--- src/rtl/store_rmw_ctrl.sv ---
// Purpose: sub-word store controller; word stores write directly, byte/halfword stores read-merge-write.
// Latency: word store writes 1 cycle after acceptance, partial store writes 3 cycles after acceptance.
// Backpressure: req_ready only in IDLE; busy stalls the pipeline for the whole store.
// Option: define MISALIGN_EXC_EN to flag misaligned stores (pulse misalign, drop the store)
//         instead of silently aligning them.
module store_rmw_ctrl #(
  parameter int ADDR_W = 32
) (
  input  logic              clk,
  input  logic              rst_n,
  input  logic              req_valid,
  output logic              req_ready,
  input  logic [ADDR_W-1:0] req_addr,
  input  logic [1:0]        req_size,
  input  logic [31:0]       req_data,
  output logic [ADDR_W-1:0] mem_addr,
  output logic              mem_re,
  output logic              mem_we,
  input  logic [31:0]       mem_rdata,
  output logic [31:0]       mem_wdata,
  output logic [3:0]        merge_mask,
  output logic [31:0]       merge_wdata,
  output logic [31:0]       merge_old,
  input  logic [31:0]       merge_new,
  output logic              busy,
  output logic              misalign
);

  typedef enum logic [1:0] {
    IDLE  = 2'd0,
    READ  = 2'd1,
    CAPT  = 2'd2,
    WRITE = 2'd3
  } state_t;

  state_t            state_q, state_d;
  logic [ADDR_W-1:0] addr_q, addr_d;
  logic [3:0]        mask_q, mask_d;
  logic [31:0]       data_q, data_d;
  logic [31:0]       wdata_q, wdata_d;

  // Request decode: byte-lane mask and store data moved into its byte lanes.
  logic [3:0]  req_mask;
  logic [31:0] req_lane;
`ifdef MISALIGN_EXC_EN
  logic        req_misal;
  logic        misalign_q, misalign_d;
`endif

  // Decode size/offset of the incoming request into lane mask and lane-aligned data.
  always_comb begin
    req_mask = 4'b1111;
    req_lane = req_data;
`ifdef MISALIGN_EXC_EN
    req_misal = 1'b0;
`endif
    case (req_size)
      2'b00: begin
        req_mask = 4'b0001 << req_addr[1:0];
        req_lane = {24'h0, req_data[7:0]} << {req_addr[1:0], 3'b000};
      end
      2'b01: begin
        // Halfword lane chosen by addr[1]; addr[0] never moves the data.
        req_mask = req_addr[1] ? 4'b1100 : 4'b0011;
        req_lane = req_addr[1] ? {req_data[15:0], 16'h0} : {16'h0, req_data[15:0]};
`ifdef MISALIGN_EXC_EN
        req_misal = req_addr[0];
`endif
      end
      default: begin
        // 2'b10 word and reserved 2'b11 both behave as a word store.
        req_mask = 4'b1111;
        req_lane = req_data;
`ifdef MISALIGN_EXC_EN
        req_misal = (req_addr[1:0] != 2'b00);
`endif
      end
    endcase
  end

  // Next-state logic: accept in IDLE, then either write directly or read-capture-write.
  always_comb begin
    state_d = state_q;
    addr_d  = addr_q;
    mask_d  = mask_q;
    data_d  = data_q;
    wdata_d = wdata_q;
`ifdef MISALIGN_EXC_EN
    misalign_d = 1'b0;
`endif
    case (state_q)
      IDLE: begin
        if (req_valid) begin
          addr_d = {req_addr[ADDR_W-1:2], 2'b00};
          mask_d = req_mask;
          data_d = req_lane;
`ifdef MISALIGN_EXC_EN
          if (req_misal) begin
            // Store is consumed but never reaches memory.
            misalign_d = 1'b1;
          end else
`endif
          if (req_mask == 4'b1111) begin
            wdata_d = req_data;
            state_d = WRITE;
          end else begin
            state_d = READ;
          end
        end
      end
      READ: state_d = CAPT;
      CAPT: begin
        // Read data is on mem_rdata this cycle; keep the merged word for the write.
        wdata_d = merge_new;
        state_d = WRITE;
      end
      WRITE:   state_d = IDLE;
      default: state_d = IDLE;
    endcase
  end

  // State and datapath registers with synchronous active-low reset.
  always_ff @(posedge clk) begin
    if (!rst_n) begin
      state_q <= IDLE;
      addr_q  <= '0;
      mask_q  <= 4'b0000;
      data_q  <= 32'h0;
      wdata_q <= 32'h0;
`ifdef MISALIGN_EXC_EN
      misalign_q <= 1'b0;
`endif
    end else begin
      state_q <= state_d;
      addr_q  <= addr_d;
      mask_q  <= mask_d;
      data_q  <= data_d;
      wdata_q <= wdata_d;
`ifdef MISALIGN_EXC_EN
      misalign_q <= misalign_d;
`endif
    end
  end

  assign req_ready   = (state_q == IDLE);
  assign busy        = (state_q != IDLE);
  assign mem_re      = (state_q == READ);
  assign mem_we      = (state_q == WRITE);
  assign mem_addr    = addr_q;
  assign mem_wdata   = wdata_q;
  assign merge_mask  = mask_q;
  assign merge_wdata = data_q;
  assign merge_old   = mem_rdata;
`ifdef MISALIGN_EXC_EN
  assign misalign    = misalign_q;
`else
  assign misalign    = 1'b0;
`endif

endmodule

--- config.mk ---
export PLATFORM = sky130hd
export DESIGN_NAME = store_rmw_ctrl
export DESIGN_NICKNAME = d
export VERILOG_FILES = /design/src/rtl/store_rmw_ctrl.sv
export SDC_FILE = /design/constraint.sdc
export NUM_CORES = 1
export LEC_CHECK = 0
export BUFFER_PORTS_ARGS = -buffer_cell sky130_fd_sc_hd__clkbuf_2
export CAP_MARGIN = 10
export CORE_AREA = 2 2 105 107
export DETAILED_ROUTE_END_ITERATION = 10
export DIE_AREA = 0 0 107 109
export PLACE_DENSITY = 0.8
export RECOVER_POWER = 50
export SLEW_MARGIN = 20
export SYNTH_ARGS = -nofsm -noshare
export SYNTH_HDL_FRONTEND = slang
export SYNTH_SLANG_ARGS = --single-unit
--- constraint.sdc ---
create_clock -name clk -period 2.65 [get_ports clk]
set_input_delay 0.53 -clock clk [delete_from_list [all_inputs] [get_ports clk]]
set_output_delay 0.53 -clock clk [all_outputs]
set_load 0.01 [all_outputs]
# == Word-level counts from Yosys, hierarchy flattened ==
# Cells that the tools add are included.
# classes
add_sub_neg,0
multipliers,0
n_div,0
n_lt_le_gt_ge,0
eq_ne,7
n_shift,2
n_mux,10
bitwise,0
n_reduce_logical,6
# ops
operator,count
one-hot mux 32 bit (2 select lines),2
two-way mux 32 bit,3
left shift 8 x 5 -> 32 bit,1
one-hot mux 2 bit (4 select lines),1
one-hot mux 4 bit (2 select lines),1
"equality test 2 x 1 -> 1 bit, second input constant",2
"equality test 2 bit, second input constant",2
"equality test 4 bit, second input constant",1
logical NOT 2 bit,2
two-way mux 2 bit,2
two-way mux 4 bit,1
nonzero test 2 bit,2
"left shift 1 x 2 -> 4 bit, first input constant",1
AND reduction 3 bit,1
"inequality test 2 x 1 -> 1 bit, second input constant",1
"inequality test 2 bit, second input constant",1
AND reduction 2 bit,1
# word_totals
ff_bits,100
latchBits,0
ramBits,0
rom_bits,0
in_bits,133
out_inout_bits,137
elab_cells,30
mem_count,0

# == Depth between registers and ports, before layout ==
# Gate-level depths: netlist of run 1.
# logic_depth
depth_word,6
mapped_depth,8
ltp_nobuf,5

# == Least setup slack after synthesis of run 1 ==
# OpenSTA, ideal clock, no wires.
# synth_path
kind,reg2reg
start,reg state_q[0]
end,reg wdata_q[10] (netlist: mem_wdata[10])
setup_time_ps,116
arrival_ps,1641
required_time_ps,2534
path_slack_ps,893
stages_incl_launch_ff,9
path_buffers,3
period_less_slack_ps,1757
path_cell_list,dfxtp_1 > inv_1 > ha_1 > buf_6 > and3_4 > or2_1 > buf_6 > buf_8 > o211a_1
# synth_between
elab_chain_len,3
elab_cells_between_ends,7
cone_classes,eq/ne (3); mux (1); reduce/logical (3)
# synth_rtl
item,line,text
start: declaration,36,"state_t state_q, state_d;"
start signal: assignment,134,state_q <= state_d;
logical NOT 2 bit *,n/a,
net req_ready,12,"output logic req_ready,"
inequality test 2 x 1 -> 1 bit (no source line) (tied with other cells),n/a,
AND reduction 3 bit (no source line),n/a,
end signal: assignment,138,wdata_q <= wdata_d;
end: declaration,40,"logic [31:0] wdata_q, wdata_d;"
# Mark *: on every way through the listed nets, which the timed path passes. The rest lies on a longest branch.
# A chain may end at the register's enable or synchronous reset.

# == Final worst setup path of run 1 ==
# layout_path
start,reg state_q[0]
end,reg wdata_q[10] (netlist: mem_wdata[10])
# layout_between
elab_chain_len,3
elab_cells_between_ends,7
cone_classes,eq/ne (3); mux (1); reduce/logical (3)
# layout_rtl
item,line,text
logical NOT 2 bit / equality test 2 bit (equally long branches),91,case (state_q)
inequality test 2 x 1 -> 1 bit (no source line) (tied with other cells),n/a,
AND reduction 3 bit (no source line),n/a,
# Several ways; a longest one is shown, not always the timed one.

==> results of run 1 <==
layout by cell type, fill, tap and decap left out, types with 5 or more instances in the layout:
cell type and n:
nand3_1 23, a221oi_1 8, a32oi_1 8, o211ai_1 5
buf_4 8, nand2_1 78, clkbuf_2 117, dfxtp_1 100
a21oi_1 27, clkbuf_8 11, o211a_1 32, a21boi_0 30
clkbuf_1 86, o21ai_1 11, mux2i_1 33, o21ai_0 57
worst max-delay path, stage by stage (launching register included):
cell and delay, ps:
dfxtp_1 400, inv_1 90, ha_1 340, and3_4 230, or2_2 560, o211a_1 320
cell families (layout without fill, tap and decap cells):
kind of cell / after synthesis / after routing / share of synthesized area, %
adder cells (fa/ha/maj): 4 / 4 / 1.07
other: 1 / 3 / 0.0804
AO/OA/AOI/OAI: 180 / 180 / 26.0
flip-flops: 100 / 100 / 42.9
AND/OR/NAND/NOR: 117 / 117 / 11.3
multiplexers: 33 / 33 / 7.08
buffers and inverters: 87 / 230 / 11.5
routing by layer:
metal	global-route usage, %	vias to the layer above
met1	29.4	2109
met5	0	-
li1	-	2086
met2	38.4	195
met3	4.66	52
met4	14.7	0
through the flow:
stage | std cells | utilization, % | setup slack (ps)
5_1_grt | 807 | 52.1 | 423
3_3_place_gp | 791 | 51.1 | 462
4_1_cts | 807 | 53.1 | 321
3_5_place_dp | 791 | 51.1 | 351
6_report | 807 | 52.1 | 604
2_1_floorplan | 524 | - | 893
final cells by class:
type / instances / area, sq um / share of cell area [%]
Inverter: 3 / 11.3 / 0.204
Tap cell: 140 / 175 / 3.17
Clock buffer: 12 / 155 / 2.81
Timing Repair Buffer: 211 / 985 / 17.8
Multi-Input combinational cell: 337 / 2140 / 38.8
Clock inverter: 4 / 47.5 / 0.861
Sequential cell: 100 / 2000 / 36.3
power by group:
| group | internal (mW) | switching [mW] | total [mW] |
|---|---|---|---|
| logic | 0.735 | 1.19 | 1.93 |
| clock network | 0.486 | 0.517 | 1.00 |
| registers | 1.92 | 0.228 | 2.15 |
flip-flops by register name (all words and copies together) (netlist names):
name / count
merge_wdata: 32
mem_addr: 30
state_q: 2
merge_mask: 4
mem_wdata: 32
how the worst min path moves through the flow:
stage,from,end,cells after the start
after floorplan,merge_mask[0],merge_mask[0],2
after global placement,merge_wdata[2],merge_wdata[2],2
after detailed placement,merge_mask[0],merge_mask[0],2
after CTS,req_addr[8],mem_addr[8],3
after global routing,req_addr[11],mem_addr[11],3
final,req_addr[8],mem_addr[8],3
==> results.toml, run 1 <==
[outcome]
outcome = "finished clean"

[hold_path]
hp-class = "in2reg"

[sta]
max_slew_margin_pct = 26.5
rsz0062_at_grt = "no"
fin_crit_ps = 2050
fmax_mhz = 489
hold_slack_ps = 385
drv_slew = 0
tightest_slew_ps = 1100
setup_viol = 0
fin_crit_sh_pct = 77.2
hold_viol = 0
fin_setup_tns_ps = 0
skew_ps = 12.3

[detailed_routing]
drc = 0
highest_layer = "met4"
drt-wirelength-per-cell_um = 17.8
routed_wl_mm = 14.3
met2_length_mm = 6.86
ant_nets = 0
dr.pass1.iters = 7
routed-via-count = 4442
wl_met1_mm = 5.77
met3_length_mm = 1.10
drt-vias-per-instance = 5.50
dr.first_iter.drc_count = 259

[clock_tree]
cts_hold_repair.buffers = 0
postCtsSetupRepairBufs = 0
numCtsBuffers = 9
insertion_delay_ps = 370
cts_tree = "done"
clock-root-buffer = "clkbuf_8"
ctsResizeCount = 0
clk_pin_slew_ps = 90
cts-htree-levels = 3
cts_buffer_depth = 2
numClockSinks = 100

[global_route]
grt_usage_pct = 23.8
gr-total-overflow = 0
antenna_found_initial = 0
grt_pass1_vias = 4121
grt_max_degree = 52
grt_pass1_wl_mm = 21.3

[logic_synthesis]
synthTopCellsByArea = "dfxtp_1 43%, mux2i_1 7.1%, o211a_1 6.9%, nand2_1 6.4%, o21ai_0 6.1%"
synth-seq-cells = 100
yosys.area.top_type_share_pct = 42.9
ys_seq_area_share_pct = 42.9
synth.most_common_cell = "dfxtp_1"
synth.avg_cell_area_sq_um = 8.94
yosysUniqueCellTypes = 34
syn-instance-count = 522
synth_largest_area_cell = "dfxtp_1"
ys.flop_type = "dfxtp_1"
syn_area_sq_um = 4670
ys_warn_count = 0
synth_edf_count = 0
async_flop_share_pct = 0
synthTopCellsByCount = "100 x dfxtp_1, 79 x nand2_1, 57 x o21ai_0, 37 x buf_4, 33 x mux2i_1"

[place]
gp_congestion = 0.822
dp_hpwl_mm = 10.7
io_buffers = 202
place_area_sq_um = 5420

[setup_path]
rr_startpoint = "state_q[0]"
startpoint = "state_q[0]"
crit_end = "mem_wdata[10]"
rr_endpoint = "mem_wdata[10]"
crit_type = "reg2reg"
start_kind = "flop"
end_kind = "flop"
r2r_cells = 5
worstPathArrival_ps = 2300
critPathMaxFanout = 32
r2r_slack_ps = 600
worstPathRequired_ps = 2910

[floorplan]
fp.dieW_um = 107
die_area_sq_um = 11700
core-area_sq_um = 10600
boundaryPins = 270
row_count = 38
die_height_um = 109
start_util_pct = 44.0

[power_and_ir_drop]
p_total_mw = 5.07
vdd_drop_max_v = 0.000441
p_per_area_nw_per_um2 = 920
leakage_nw = 2.54

[finish]
finalInstanceArea_sq_um = 5520
fillers = 1041
areaGrowthSynthToFinish_pct = 18.3
nNetsFinal = 799
drive_gt1_share_pct = 22.2
n_antenna_cell = 0

[run]
maxCapViolCount = 0
(Power assumes the default switching activity.)
==> inputs of run 2 (changes only) <==
--- a/config.mk
+++ b/config.mk
@@ -7,10 +7,10 @@
 export LEC_CHECK = 0
 export BUFFER_PORTS_ARGS = -buffer_cell sky130_fd_sc_hd__clkbuf_2
 export CAP_MARGIN = 10
-export CORE_AREA = 2 2 105 107
+export CORE_AREA = 2 2 85 148
 export DETAILED_ROUTE_END_ITERATION = 10
-export DIE_AREA = 0 0 107 109
-export PLACE_DENSITY = 0.8
+export DIE_AREA = 0 0 87 150
+export PLACE_DENSITY = 0.75
 export RECOVER_POWER = 50
 export SLEW_MARGIN = 20
 export SYNTH_ARGS = -nofsm -noshare
==> constraint.sdc (replaced) <==
create_clock -name clk -period 1.8 [get_ports clk]
set_input_delay 0.36 -clock clk [delete_from_list [all_inputs] [get_ports clk]]
set_output_delay 0.36 -clock clk [all_outputs]
set_load 0.01 [all_outputs]
==> run 2 against run 1 <==
Compared with the run above:
- critical path depth unchanged
- combinational power grew 58%
- sequential share of layout area fell by 1.5 points
- final area grew 4.4%
- final cell count up 0.74%
- flip-flop and latch count unchanged
- critical endpoint is now busy
- largest cell class unchanged
==> results.toml, run 2 (synthesized netlist as in run 1, its figures left out) <==
[outcome]
outcome = "finished clean"

[sta]
tightest_slew_ps = 623
hold_slack_ps = 252
fin_setup_tns_ps = 0
finalWorstSetupSlack_ps = 92.8
fin_crit_ps = 1710
rsz0062_at_grt = "no"
fin_crit_sh_pct = 94.8
skew_ps = 8.61
setup_viol = 0
hold_viol = 0
max_slew_margin_pct = 58.4
fmax_mhz = 586
drv_slew = 0

[place]
gp_congestion = 0.899
place_area_sq_um = 5510
dp_hpwl_mm = 11.9
io_buffers = 202
place_ws_ps = 90.5

[setup_path]
critPathMaxFanout = 6
end_kind = "output port"
start_kind = "flop"
crit_type = "reg2out"
worstPathArrival_ps = 1350
worstPathRequired_ps = 1440

[global_route]
antenna_found_initial = 0
grt_pass1_wl_mm = 22.6
grt_util_met2_pct = 40.0
grt_usage_pct = 22.6
grt_pass1_vias = 4340
grt_max_degree = 57
use_met1_pct = 22.1
grt_most_used_layer = "met2"
grtUsageMet3_pct = 5.07
gr-total-overflow = 0

[power_and_ir_drop]
leakage_nw = 2.66
p_sw_mw = 3.06
pwr-share-clk_pct = 25.4
p_per_area_nw_per_um2 = 1450
p_comb_share_pct = 36.3
switching_share_pct = 36.6
power.internal_mw = 5.30
pwr-share-seq_pct = 38.2
p_total_mw = 8.36
vdd_drop_max_v = 0.000595

[finish]
drive_gt1_share_pct = 24.0
n_antenna_cell = 0
layout_common_cells = "118 x clkbuf_2, 98 x dfxtp_1, 83 x clkbuf_1"
multi_input_area_sq_um = 2150
finalInstanceArea_sq_um = 5760
nNetsFinal = 808
areaGrowthSynthToFinish_pct = 23.5
layout_commonest_cell = "clkbuf_2"
fillers = 1173
regArea_sq_um = 2000

[detailed_routing]
drc = 0
dr.pass1.iters = 4
dr.first_iter.drc_count = 274
drt-vias-per-instance = 5.48
ant_nets = 0
routed-via-count = 4453
drt-wirelength-per-cell_um = 19.1
routed_wl_mm = 15.5

[hold_path]
hp-class = "in2reg"

[floorplan]
die_area_sq_um = 13100
core-area_sq_um = 11900
row_count = 53
fp.dieW_um = 87
boundaryPins = 270
start_util_pct = 39.3
die_height_um = 150

[clock_tree]
cts_buffer_depth = 2
cts-htree-levels = 3
numClockSinks = 100
postCtsSetupRepairBufs = 0
clock-root-buffer = "clkbuf_16"
insertion_delay_ps = 340
numCtsBuffers = 9
clk_pin_slew_ps = 70
cts_tree = "done"

[run]
maxCapViolCount = 0
run 2: cell types whose count changed in the layout (fill, tap and decap cells not counted), sizes merged:
cell      delta
inv          +4
clkinvlp     -1
clkbuf       -3
bufinv       +1
buf          +9
clkinv       -1
run 2: final cells by class:
class	instances	area share, %
Clock buffer	9	3.91
Tap cell	137	2.98
Sequential cell	100	34.8
Timing Repair Buffer	220	19.1
Clock inverter	7	1.80
Inverter	3	0.195
Multi-Input combinational cell	337	37.2
run 2: what timing repair did:
item | 4_1_cts | 5_1_grt
endpoints found under the setup margin | 1 | 7
hold buffers | 0 | 0
cloned | 0 | 1
resized for setup | 1 | 2
run 2: power by group through the flow:
stage	registers (mW)	logic [mW]	clock network (mW)
floorplan	3.44	1.72	0
global placement	3.21	3.02	0
detailed placement	3.23	3.12	0
CTS	3.20	3.14	2.18
global route	3.27	3.33	2.26
finish	3.20	3.04	2.13
run 2: metrics by stage:
| stage | instances | utilization (%) |
|---|---|---|
| detailed placement | 796 | 46.4 |
| global placement | 796 | 46.4 |
| finish | 813 | 48.5 |
| global route | 813 | 48.5 |
| CTS | 812 | 49.2 |
| floorplan | 524 | - |
run 2: final timing paths:
path / start / endpoint / slack [ps] / depth (start not counted)
setup / recovery: state_q[0] / busy / 90 / 5
setup reg to reg: state_q[0] / mem_wdata[12] / 160 / 7
hold reg to reg: mem_addr[27] / mem_addr[27] / 460 / 2
hold / removal: req_addr[9] / mem_addr[9] / 250 / 3
run 2: routing by layer:
layer  vias to the layer above  wire, um
li1                       2103         -
met1                      2050      5320
met2                       222      8160
met3                        78       980
met4                         0      1050
met5                         -         0
run 2: worst max-delay path, cell delays in order (launching register included):
cell	delay, ps
dfxtp_2	360
inv_1	70
ha_2	220
buf_4	150
inv_1	70
clkbuf_2	130
==> inputs of run 3 (changes only) <==
--- a/config.mk
+++ b/config.mk
@@ -10,7 +10,7 @@
 export CORE_AREA = 2 2 85 148
 export DETAILED_ROUTE_END_ITERATION = 10
 export DIE_AREA = 0 0 87 150
-export PLACE_DENSITY = 0.75
+export PLACE_DENSITY_LB_ADDON = 0.12
 export RECOVER_POWER = 50
 export SLEW_MARGIN = 20
 export SYNTH_ARGS = -nofsm -noshare
==> run 3 against run 2 <==
Compared with the run above:
- sequential power about the same
- clock skew down 0.86 ps
- clock power about the same
- global-route usage down 0.29 points
- combinational power down 3%
- sequential share of layout area up 0.17 points
- power down 1.5%
- count of clock-buffer cells in the layout up 1
- critical endpoint unchanged
- highest routed layer unchanged
- flip-flop and latch count unchanged
- critical path depth unchanged
- non-clock buffer count up 1
==> results.toml, run 3 (synthesized netlist as in run 1, its figures left out) <==
[clock_tree]
cts_hold_repair.buffers = 0
cts-htree-levels = 3
ctsResizeCount = 0
cts_tree = "done"
numClockSinks = 100
insertion_delay_ps = 340
numCtsBuffers = 9
clk_pin_slew_ps = 70
postCtsSetupRepairBufs = 0
cts_buffer_depth = 2
clock-root-buffer = "clkbuf_16"

[sta]
fin_crit_ps = 1710
drv_slew = 0
max_slew_margin_pct = 52.1
hold_slack_ps = 243
rsz0062_at_grt = "no"
tightest_slew_ps = 717
hold_viol = 0
fmax_mhz = 585
fin_crit_sh_pct = 94.9
fin_setup_tns_ps = 0
setup_viol = 0
skew_ps = 7.75
finalWorstSetupSlack_ps = 91.4

[setup_path]
r2r_slack_ps = 170
critPathMaxFanout = 10
crit_end = "busy"
r2r_cells = 7
worstPathArrival_ps = 1350
end_kind = "output port"
worstPathRequired_ps = 1440
rr_startpoint = "state_q[0]"
rr_endpoint = "mem_wdata[18]"
crit_type = "reg2out"
start_kind = "flop"
startpoint = "state_q[0]"

[run]
maxCapViolCount = 0

[power_and_ir_drop]
p_total_mw = 8.24
leakage_nw = 2.65
p_per_area_nw_per_um2 = 1440
vdd_drop_max_v = 0.000503

[place]
dp_hpwl_mm = 11.5
gp_congestion = 0.813
place_ws_ps = 109
place_area_sq_um = 5510
dp_cells = 798
io_buffers = 202

[finish]
fin_cells = 814
areaGrowthSynthToFinish_pct = 22.9
layout_common_cells = "116 x clkbuf_2, 98 x dfxtp_1, 86 x clkbuf_1"
fillers = 1209
layout_commonest_cell = "clkbuf_2"
post-route-util_pct = 48.3
finalInstanceArea_sq_um = 5730
drive_gt1_share_pct = 23.5
nNetsFinal = 809
n_antenna_cell = 0

[outcome]
outcome = "finished clean"

[floorplan]
boundaryPins = 270
start_util_pct = 39.3
fp.dieW_um = 87
row_count = 53
core-area_sq_um = 11900
die_area_sq_um = 13100
die_height_um = 150

[hold_path]
hp-class = "in2reg"

[detailed_routing]
drc = 0
dr.first_iter.drc_count = 235
ant_nets = 0
wl_met1_mm = 5.57
routed-via-count = 4403
dr.pass1.iters = 4
routed_wl_mm = 15.2
drt-vias-per-instance = 5.41
met2_length_mm = 7.84
drt-wirelength-per-cell_um = 18.6
met3_length_mm = 1.01
highest_layer = "met4"

[global_route]
grt_usage_pct = 22.4
gr-total-overflow = 0
grt_pass1_vias = 4137
grt_max_degree = 45
grt_pass1_wl_mm = 22.2
antenna_found_initial = 0
==> run 3: cell count changes in the layout (fill, tap and decap cells not counted), moves of 2 or more <==
cell / before / now
clkbuf_1: 83 / 86
inv_6: 4 / 1
buf_4: 15 / 17
clkbuf_2: 118 / 116
==> run 3: layout make-up <==
type | instances | area (sq um) | share of cell area (%)
Sequential cell | 100 | 2000 | 35.0
Tap cell | 137 | 171 | 2.99
Timing Repair Buffer | 221 | 1080 | 18.8
Clock buffer | 10 | 229 | 3.99
Clock inverter | 6 | 96.3 | 1.68
Inverter | 3 | 11.3 | 0.196
Multi-Input combinational cell | 337 | 2140 | 37.4
==> run 3: routing by layer <==
layer,GRT usage [%],vias to the layer above
met4,13.9,0
met1,24.6,2060
met2,38.2,181
met5,0,-
met3,4.85,52
li1,-,2110
==> run 3: power breakdown <==
group          total, mW  switching, mW  internal [mW]
registers           3.17          0.337           2.83
clock network       2.12          0.886           1.24
logic               2.95           1.77           1.17
total               8.24           3.00           5.24
==> run 3: worst min path at each step <==
stage	slack [ps]	end	startpoint	cells past startpoint
6_report	240	mem_addr[20]	req_addr[20]	3
3_5_place_dp	450	merge_mask[0]	merge_mask[0]	2
4_1_cts	230	mem_addr[24]	req_addr[24]	3
2_1_floorplan	480	merge_mask[0]	merge_mask[0]	2
5_1_grt	240	mem_addr[21]	req_addr[21]	3
3_3_place_gp	450	merge_mask[0]	merge_mask[0]	2
==> run 3: worst max-delay path, stage by stage, from the launching register on <==
cell	delay, ps
dfxtp_2	350
inv_1	70
ha_1	210
buf_4	180
inv_1	70
clkbuf_2	130
